**src/rtl/mem_arbiter.sv**
```systemverilog
// Arbiter sharing one block-wide memory port between an instruction cache and a
// data cache; round-robin on ties, with a data-cache writeback-then-fill sequence.
module mem_arbiter #(
  parameter int ADDR_W = 32,
  parameter int BLK_W  = 128
) (
  input  logic              clock,
  input  logic              reset,
  input  logic              i_read,
  input  logic [ADDR_W-1:0] i_addr,
  output logic [BLK_W-1:0]  i_rdata,
  output logic              i_valid,
  input  logic              d_read,
  input  logic              d_write,
  input  logic [ADDR_W-1:0] d_addr,
  input  logic [ADDR_W-1:0] d_waddr,
  input  logic [BLK_W-1:0]  d_wdata,
  output logic [BLK_W-1:0]  d_rdata,
  output logic              d_valid,
  output logic              d_wdone,
  output logic              m_read,
  output logic              m_write,
  output logic [ADDR_W-1:0] m_read_addr,
  output logic [ADDR_W-1:0] m_write_addr,
  output logic [BLK_W-1:0]  m_write_data,
  input  logic [BLK_W-1:0]  m_read_data,
  input  logic              m_read_valid,
  input  logic              m_write_done,
  output logic [1:0]        grant
);

  typedef enum logic [2:0] {
    S_IDLE, S_I_FILL, S_D_WB, S_D_FILL, S_RECOVER
  } state_e;

  typedef enum logic {OWN_I, OWN_D} owner_e;

  localparam logic [1:0] G_NONE = 2'b00;
  localparam logic [1:0] G_I    = 2'b01;
  localparam logic [1:0] G_D    = 2'b10;

  function automatic logic [ADDR_W-1:0] blk_align(input logic [ADDR_W-1:0] a);
    return a & ~{{(ADDR_W-4){1'b0}}, 4'hF};
  endfunction

  state_e            state_q, state_d;
  owner_e            last_owner_q, last_owner_d;
  logic              m_read_q, m_read_d;
  logic              m_write_q, m_write_d;
  logic [ADDR_W-1:0] m_read_addr_q, m_read_addr_d;
  logic [ADDR_W-1:0] m_write_addr_q, m_write_addr_d;
  logic [BLK_W-1:0]  m_write_data_q, m_write_data_d;
  logic [1:0]        grant_q, grant_d;
  logic              i_valid_q, i_valid_d;
  logic              d_valid_q, d_valid_d;
  logic              d_wdone_q, d_wdone_d;
  logic [BLK_W-1:0]  i_rdata_q, i_rdata_d;
  logic [BLK_W-1:0]  d_rdata_q, d_rdata_d;

  logic d_req;
  logic pick_i;

  assign d_req  = d_read | d_write;
  // Icache wins when alone, or on a tie when the dcache was served last.
  assign pick_i = i_read && (!d_req || last_owner_q == OWN_D);

  always_comb begin
    // NOTE: every signal gets a default before the case so no path infers a latch.
    state_d        = state_q;
    last_owner_d   = last_owner_q;
    m_read_d       = m_read_q;
    m_write_d      = m_write_q;
    m_read_addr_d  = m_read_addr_q;
    m_write_addr_d = m_write_addr_q;
    m_write_data_d = m_write_data_q;
    grant_d        = grant_q;
    i_valid_d      = 1'b0;
    d_valid_d      = 1'b0;
    d_wdone_d      = 1'b0;
    i_rdata_d      = i_rdata_q;
    d_rdata_d      = d_rdata_q;

    unique case (state_q)
      S_IDLE: begin
        if (pick_i) begin
          state_d       = S_I_FILL;
          last_owner_d  = OWN_I;
          grant_d       = G_I;
          m_read_d      = 1'b1;
          m_read_addr_d = blk_align(i_addr);
        end else if (d_req) begin
          last_owner_d = OWN_D;
          grant_d      = G_D;
          if (d_write) begin
            state_d        = S_D_WB;
            m_write_d      = 1'b1;
            m_write_addr_d = blk_align(d_waddr);
            m_write_data_d = d_wdata;
          end else begin
            state_d       = S_D_FILL;
            m_read_d      = 1'b1;
            m_read_addr_d = blk_align(d_addr);
          end
        end
      end

      S_I_FILL: begin
        if (m_read_valid) begin
          state_d   = S_RECOVER;
          m_read_d  = 1'b0;
          grant_d   = G_NONE;
          i_rdata_d = m_read_data;
          i_valid_d = 1'b1;
        end
      end

      S_D_WB: begin
        if (m_write_done) begin
          m_write_d = 1'b0;
          d_wdone_d = 1'b1;
          // Fill follows the writeback directly, keeping the dcache grant.
          if (d_read) begin
            state_d       = S_D_FILL;
            m_read_d      = 1'b1;
            m_read_addr_d = blk_align(d_addr);
          end else begin
            state_d = S_RECOVER;
            grant_d = G_NONE;
          end
        end
      end

      S_D_FILL: begin
        if (m_read_valid) begin
          state_d   = S_RECOVER;
          m_read_d  = 1'b0;
          grant_d   = G_NONE;
          d_rdata_d = m_read_data;
          d_valid_d = 1'b1;
        end
      end

      S_RECOVER: state_d = S_IDLE;

      default: state_d = S_IDLE;
    endcase
  end

  always_ff @(posedge clock) begin
    // NOTE: the block registers are reset too, since i_rdata/d_rdata must read 0 after reset.
    if (reset) begin
      state_q        <= S_IDLE;
      last_owner_q   <= OWN_D;
      m_read_q       <= 1'b0;
      m_write_q      <= 1'b0;
      m_read_addr_q  <= '0;
      m_write_addr_q <= '0;
      m_write_data_q <= '0;
      grant_q        <= G_NONE;
      i_valid_q      <= 1'b0;
      d_valid_q      <= 1'b0;
      d_wdone_q      <= 1'b0;
      i_rdata_q      <= '0;
      d_rdata_q      <= '0;
    end else begin
      // NOTE: non-blocking so every register samples the pre-edge values.
      state_q        <= state_d;
      last_owner_q   <= last_owner_d;
      m_read_q       <= m_read_d;
      m_write_q      <= m_write_d;
      m_read_addr_q  <= m_read_addr_d;
      m_write_addr_q <= m_write_addr_d;
      m_write_data_q <= m_write_data_d;
      grant_q        <= grant_d;
      i_valid_q      <= i_valid_d;
      d_valid_q      <= d_valid_d;
      d_wdone_q      <= d_wdone_d;
      i_rdata_q      <= i_rdata_d;
      d_rdata_q      <= d_rdata_d;
    end
  end

  assign m_read       = m_read_q;
  assign m_write      = m_write_q;
  assign m_read_addr  = m_read_addr_q;
  assign m_write_addr = m_write_addr_q;
  assign m_write_data = m_write_data_q;
  assign grant        = grant_q;
  assign i_valid      = i_valid_q;
  assign d_valid      = d_valid_q;
  assign d_wdone      = d_wdone_q;
  assign i_rdata      = i_rdata_q;
  assign d_rdata      = d_rdata_q;

endmodule

```
**config.mk**
```make
export PLATFORM = sky130hd
export DESIGN_NAME = mem_arbiter
export DESIGN_NICKNAME = d
export VERILOG_FILES = /design/src/rtl/mem_arbiter.sv
export SDC_FILE = /design/constraint.sdc
export NUM_CORES = 1
export LEC_CHECK = 0
export ABC_AREA = 0
export CAP_MARGIN = 0
export CORE_AREA = 2 2 315 317
export CTS_BUF_LIST = sky130_fd_sc_hd__clkbuf_4 sky130_fd_sc_hd__clkbuf_8 sky130_fd_sc_hd__clkbuf_16
export CTS_CLUSTER_SIZE = 10
export DETAILED_ROUTE_END_ITERATION = 7
export DIE_AREA = 0 0 317 319
export PLACE_DENSITY = 0.4
export REMOVE_ABC_BUFFERS = 1
export SYNTH_ARGS = -nofsm -noshare
export SYNTH_HDL_FRONTEND = slang
export SYNTH_SLANG_ARGS = --single-unit
```
**constraint.sdc**
```tcl
create_clock -name clock -period 4.6 [get_ports clock]
set_input_delay 1.38 -clock clock [delete_from_list [all_inputs] [get_ports clock]]
set_output_delay 1.38 -clock clock [all_outputs]
set_load 0.01 [all_outputs]
```
==> out/results.ini, run 1 <==
[outcome]
status = finished clean

[place]
port-buffer-count = 793
dp_hpwl_mm = 53.4
place_area_um2 = 25400
pre_cts_ws_ns = 1.02
gp_congestion = 0.757

[timing]
fin_ws_ns = 1.51
hold_violations = 0
worstMarginPinSlew_ns = 0.890
fmax_ghz = 0.324
period_minus_slack_ns = 3.09
drv_slew = 0
rsz0062_at_grt = false
slew_headroom_pct = 40.7
finalSetupViolCount = 0
period_share_pct = 67.1
skew_ns = 0.0192

[floorplanning]
row_count = 115
core_area_um2 = 97700
die_area_um2 = 101000
ios = 814
die_w_um = 317
die_h_um = 319
initial_utilization_pct = 16.5

[setup_path]
reg2regPathDepth = 5
cp.depth = 1
crit_family = buffers and inverters
crit_fanout = 2
worst_ep_arrival_time_ns = 1.71
cpPeakStageDelay_ns = 0.75
reg2reg_to = i_rdata[35]$_SDFFE_PP0P_
cp_data_required_time_ns = 3.22
critPathLaunchType = flop
cp-end-kind = primary output
path_buf_inv = 1
crit_slowest_cell = clkdlybuf4s50_1
reg2reg_from = state_q[0]$_SDFFE_PP0P_
path_class = flop to primary output
crit_path_end = m_write_data[34]
r2r_setup_slack_ns = 2.42
crit_start = m_write_data[34]$_SDFFE_PP0P_
path_cells = clkdlybuf4s50_1

[routing]
antenna_left = 0
vias_per_cell = 3.93
drtIter0Drc = 711
wl_mm = 74.2
routedWlPerCell_um = 18.1
first_pass_iters = 5
vias = 16100
drcViolationCount = 0

[synthesis]
yosysWarnings = 0
synth_edf_count = 0
synth_top_area_share_pct = 56.0
ys_ff_latch = 451
synth.distinct_cells = 41
synth_ff_type = dfxtp_1
yosysSeqAreaShare_pct = 56.0
synthArstFlopShare_pct = 0
ys_top_cells_by_area = dfxtp_1 56%, nand2_1 20%, a21oi_1 14%
yosysTopAreaCell = dfxtp_1
syn_avg_cell_area_um2 = 7.98
synth_area_um2 = 16100
synth_cells = 2021

[cells_and_area]
drive_gt1_share_pct = 7.01
fillers = 10700
fin_nets = 3115
areaGrowthSynthToFinish_pct = 69.6
stdcell_area_um2 = 27300

[clock_network]
cts_buffers = 59
cts_tree = done
cts-root-buf = clkbuf_16
cts_hold_buf = 0
cts_setup_buffers = 0
clockBufferDepth = 3
cts-htree-levels = 2
cts_resized = 0
clk_latency_ns = 0.63
path_clk_slew_ns = 0.05
clock-sinks = 451

[worst_hold_path]
hold_path.class = flop to flop

[global_route]
track_usage_pct = 13.9
grt_pass1_vias = 15900
overflow = 0
met3_usage_pct = 5.77
antenna_found_initial = 11
grt_util_met2_pct = 23.9
grt_first_pass_wirelength_mm = 107
grt_max_degree = 100
busiest_layer = met2
grtUsageMet1_pct = 15.9

[pwr]
p_switching_uw = 3240
powerDensity_nw_per_um2 = 416
p_seq_share_pct = 38.8
peakVddDrop_mv = 0.250
clkPwrFrac_pct = 40.3
comb_power_share_pct = 20.9
internal-power_uw = 8140
p_leak_uw = 0.00926
power_switching_share_pct = 28.5

[flow_run]
cap_violations = 0

## layer usage
layer  vias to the layer above  share of wire, %
met3                        91               9.6
met1                      7407                40
met4                        14               1.9
met5                         -              0.13
li1                       8030                 -
met2                       545                48
## metrics by stage
step / total power [uW] / hold WS (ns) / utilization (%) / cells / TNS, ns
floorplan: 5410 / 0.472 / - / 1861 / -478.54
global placement: 6930 / 0.442 / 26.0 / 3982 / 0
detailed placement: 6930 / 0.446 / 26.0 / 3982 / 0
CTS: 11600 / 0.453 / 28.0 / 4085 / 0
global route: 12000 / 0.466 / 28.0 / 4087 / 0
finish: 11400 / 0.450 / 28.0 / 4089 / 0
## logic make-up after synthesis
logic type	share of synthesized area [%]
buffers and inverters	5.25
and+or+nand+nor	22.0
AOI/OAI and AO/OA	16.7
DFF	56.0
other	0.0233
## power by group through the flow
stage | clock [uW] | combinational, uW | sequential (uW)
finish | 4590 | 2380 | 4410
global placement | 0 | 2440 | 4490
CTS | 4780 | 2440 | 4410
global route | 4940 | 2580 | 4460
detailed placement | 0 | 2430 | 4490
floorplan | 0 | 791 | 4620
## worst min-delay path by stage
stage / depth (start not counted) / slack (ns) / start / to
2_1_floorplan: 1 / 0.47 / last_owner_q$_SDFFE_PP1P_ / last_owner_q$_SDFFE_PP1P_
3_3_place_gp: 2 / 0.44 / m_write_data[116]$_SDFFE_PP0P_ / m_write_data[116]$_SDFFE_PP0P_
3_5_place_dp: 2 / 0.45 / m_write_addr[7]$_SDFFE_PP0P_ / m_write_addr[7]$_SDFFE_PP0P_
4_1_cts: 2 / 0.45 / m_write_addr[7]$_SDFFE_PP0P_ / m_write_addr[7]$_SDFFE_PP0P_
5_1_grt: 2 / 0.47 / i_rdata[3]$_SDFFE_PP0P_ / i_rdata[3]$_SDFFE_PP0P_
6_report: 2 / 0.45 / m_write_addr[7]$_SDFFE_PP0P_ / m_write_addr[7]$_SDFFE_PP0P_
## cell type report
type / count / area, um^2 / share of cell area [%]
clock buffer: 92 / 1830 / 6.69
multi-input combinational: 1407 / 6320 / 23.1
clock inverter: 11 / 93.8 / 0.343
sequential: 451 / 9030 / 33.0
inverter: 3 / 11.3 / 0.0412
timing repair buffer: 834 / 8440 / 30.9
tap: 1287 / 1610 / 5.89
antenna: 4 / 10.0 / 0.0366
## cell usage after synthesis (all sizes together) (2+ instances only)
| master | n |
|---|---|
| inv | 3 |
| clkbuf | 66 |
| and2 | 2 |
| a21oi | 442 |
| dfxtp | 451 |
| a31oi | 2 |
| nand2b | 2 |
| a311oi | 28 |
| nand2 | 888 |
| nor3 | 7 |
| nor2 | 7 |
| buf | 101 |
| nand3 | 2 |
| o21bai | 2 |
| and3 | 2 |
## cells in the final DEF (no fill, tap or decap), types with 6 or more instances in the layout
cell / count
a21oi_1: 442
a311oi_1: 9
a311oi_2: 19
buf_12: 15
buf_4: 26
clkbuf_16: 59
clkbuf_4: 16
clkbuf_8: 17
clkdlybuf4s50_1: 792
conb_1: 8
dfxtp_1: 451
nand2_1: 868
nand2_2: 19
nor2_1: 6
## registers in the layout, indices dropped and copies added, names as in the netlist, 2 cells and up
register	cells
d_rdata	128
i_rdata	128
m_write_data	128
m_read_addr	28
m_write_addr	28
state_q	3
grant	2
Power figures use the tool's default switching activity.
==> inputs of run 2 (changes only) <==
- clock period: 4.6 -> 3.25 ns (I/O delays scaled with it)
==> out/results.ini, run 2 (synthesized netlist as in run 1, its figures left out) <==
[place]
gp_congestion = 0.772
dp_hpwl_mm = 54.9
port-buffer-count = 793

[floorplanning]
die_h_um = 319
die_area_um2 = 101000
ios = 814
initial_utilization_pct = 16.5
die_w_um = 317
core_area_um2 = 97700
row_count = 115

[clock_network]
cts_buffers = 57
cts-root-buf = clkbuf_16
path_clk_slew_ns = 0.06
clock-sinks = 451
cts_tree = done
clockBufferDepth = 3
clk_latency_ns = 0.64
cts_setup_buffers = 0
cts_resized = 0
cts-htree-levels = 2
cts_hold_buf = 0

[routing]
drcViolationCount = 0
wl_mm = 74.7
first_pass_iters = 5
vias_per_cell = 3.96
antenna_left = 0
routedWlPerCell_um = 18.1
vias = 16300
drtIter0Drc = 613

[pwr]
peakVddDrop_mv = 0.361
p_leak_uw = 0.00947
powerDensity_nw_per_um2 = 587

[cells_and_area]
areaGrowthSynthToFinish_pct = 71.8
final_cell_mix = 868 x nand2_1, 792 x clkdlybuf4s50_1, 451 x dfxtp_1
ff_latch_area_um2 = 9030
fin_nets = 3144
final_common_cell = nand2_1
drive_gt1_share_pct = 7.93
multi_input_area_um2 = 6320
fillers = 10600

[timing]
holdWs_ns = 0.450
skew_ns = 0.0176
slew_headroom_pct = 55.1
tns_ns = 0
finalSetupViolCount = 0
fmax_ghz = 0.375
period_share_pct = 82.1
drv_slew = 0
worstMarginPinSlew_ns = 0.672
hold_violations = 0
period_minus_slack_ns = 2.67
rsz0062_at_grt = false

[global_route]
grt_max_degree = 81
grt_first_pass_wirelength_mm = 108
antenna_found_initial = 12
grt_pass1_vias = 16300
track_usage_pct = 14.2
overflow = 0

[setup_path]
reg2reg_from = state_q[1]$_SDFFE_PP0P_
cp_data_required_time_ns = 2.27
path_buf_inv = 1
crit_slowest_cell = clkdlybuf4s50_1
r2r_setup_slack_ns = 1.21
path_cells = clkdlybuf4s50_1
path_class = flop to primary output
critPathLaunchType = flop
crit_fanout = 2
reg2regPathDepth = 4
reg2reg_to = m_read_addr[15]$_SDFFE_PP0P_
worst_ep_arrival_time_ns = 1.69
crit_family = buffers and inverters
cp-end-kind = primary output
cpPeakStageDelay_ns = 0.61

[worst_hold_path]
hold_depth = 2
worstHoldEndpoint = d_rdata[41]$_SDFFE_PP0P_
hold_path.class = flop to flop
hold_start = d_rdata[41]$_SDFFE_PP0P_

[flow_run]
cap_violations = 0

[outcome]
status = finished clean

==> run 2: power by group <==
| group | internal [uW] | switching (uW) | total [uW] |
|---|---|---|---|
| logic | 1710 | 1770 | 3480 |
| registers | 5990 | 256 | 6240 |
| clock network | 3980 | 2550 | 6530 |
==> run 2: per-stage QoR <==
| step | worst slack, ns | cells | area, um^2 | power (uW) | utilization, % |
|---|---|---|---|---|---|
| final | 0.581 | 4115 | 27700 | 16300 | 28.3 |
| after global routing | 0.472 | 4114 | 27700 | 17100 | 28.3 |
| after CTS | 0.438 | 4113 | 27700 | 16600 | 28.3 |
| after detailed placement | 0.306 | 4013 | 25800 | 9920 | 26.4 |
| after global placement | 0.291 | 4013 | 25800 | 9930 | 26.4 |
| after floorplan | -4.51 | 1861 | 15300 | 7660 | - |
==> run 2: area by class of cell <==
cell class,count,share of cell area (%)
clock inverters,7,0.425
multi-input cells,1407,22.8
inverters,3,0.0407
well taps,1287,5.81
repair buffers,865,31.8
diodes,2,0.0181
clock buffers,93,6.48
flip-flops and latches,451,32.6
==> run 2: worst max-delay path by stage <==
stage / slack (ns) / from / to / cells after the start
2_1_floorplan: -4.51 / m_read_valid / i_rdata[0]$_SDFFE_PP0P_ / 4
3_3_place_gp: 0.29 / i_read / m_write_data[24]$_SDFFE_PP0P_ / 6
3_5_place_dp: 0.31 / i_read / m_write_data[24]$_SDFFE_PP0P_ / 6
4_1_cts: 0.44 / i_rdata[54]$_SDFFE_PP0P_ / i_rdata[54] / 1
5_1_grt: 0.47 / i_rdata[54]$_SDFFE_PP0P_ / i_rdata[54] / 1
6_report: 0.58 / i_rdata[54]$_SDFFE_PP0P_ / i_rdata[54] / 1
==> run 2: layer usage <==
layer | up-vias | share of wire (%) | GRT usage [%]
met5 | - | 0.11 | 0
met4 | 14 | 2.6 | 4.01
met3 | 108 | 9.7 | 5.89
met2 | 566 | 48 | 24.0
met1 | 7531 | 40 | 16.2
li1 | 8083 | - | -
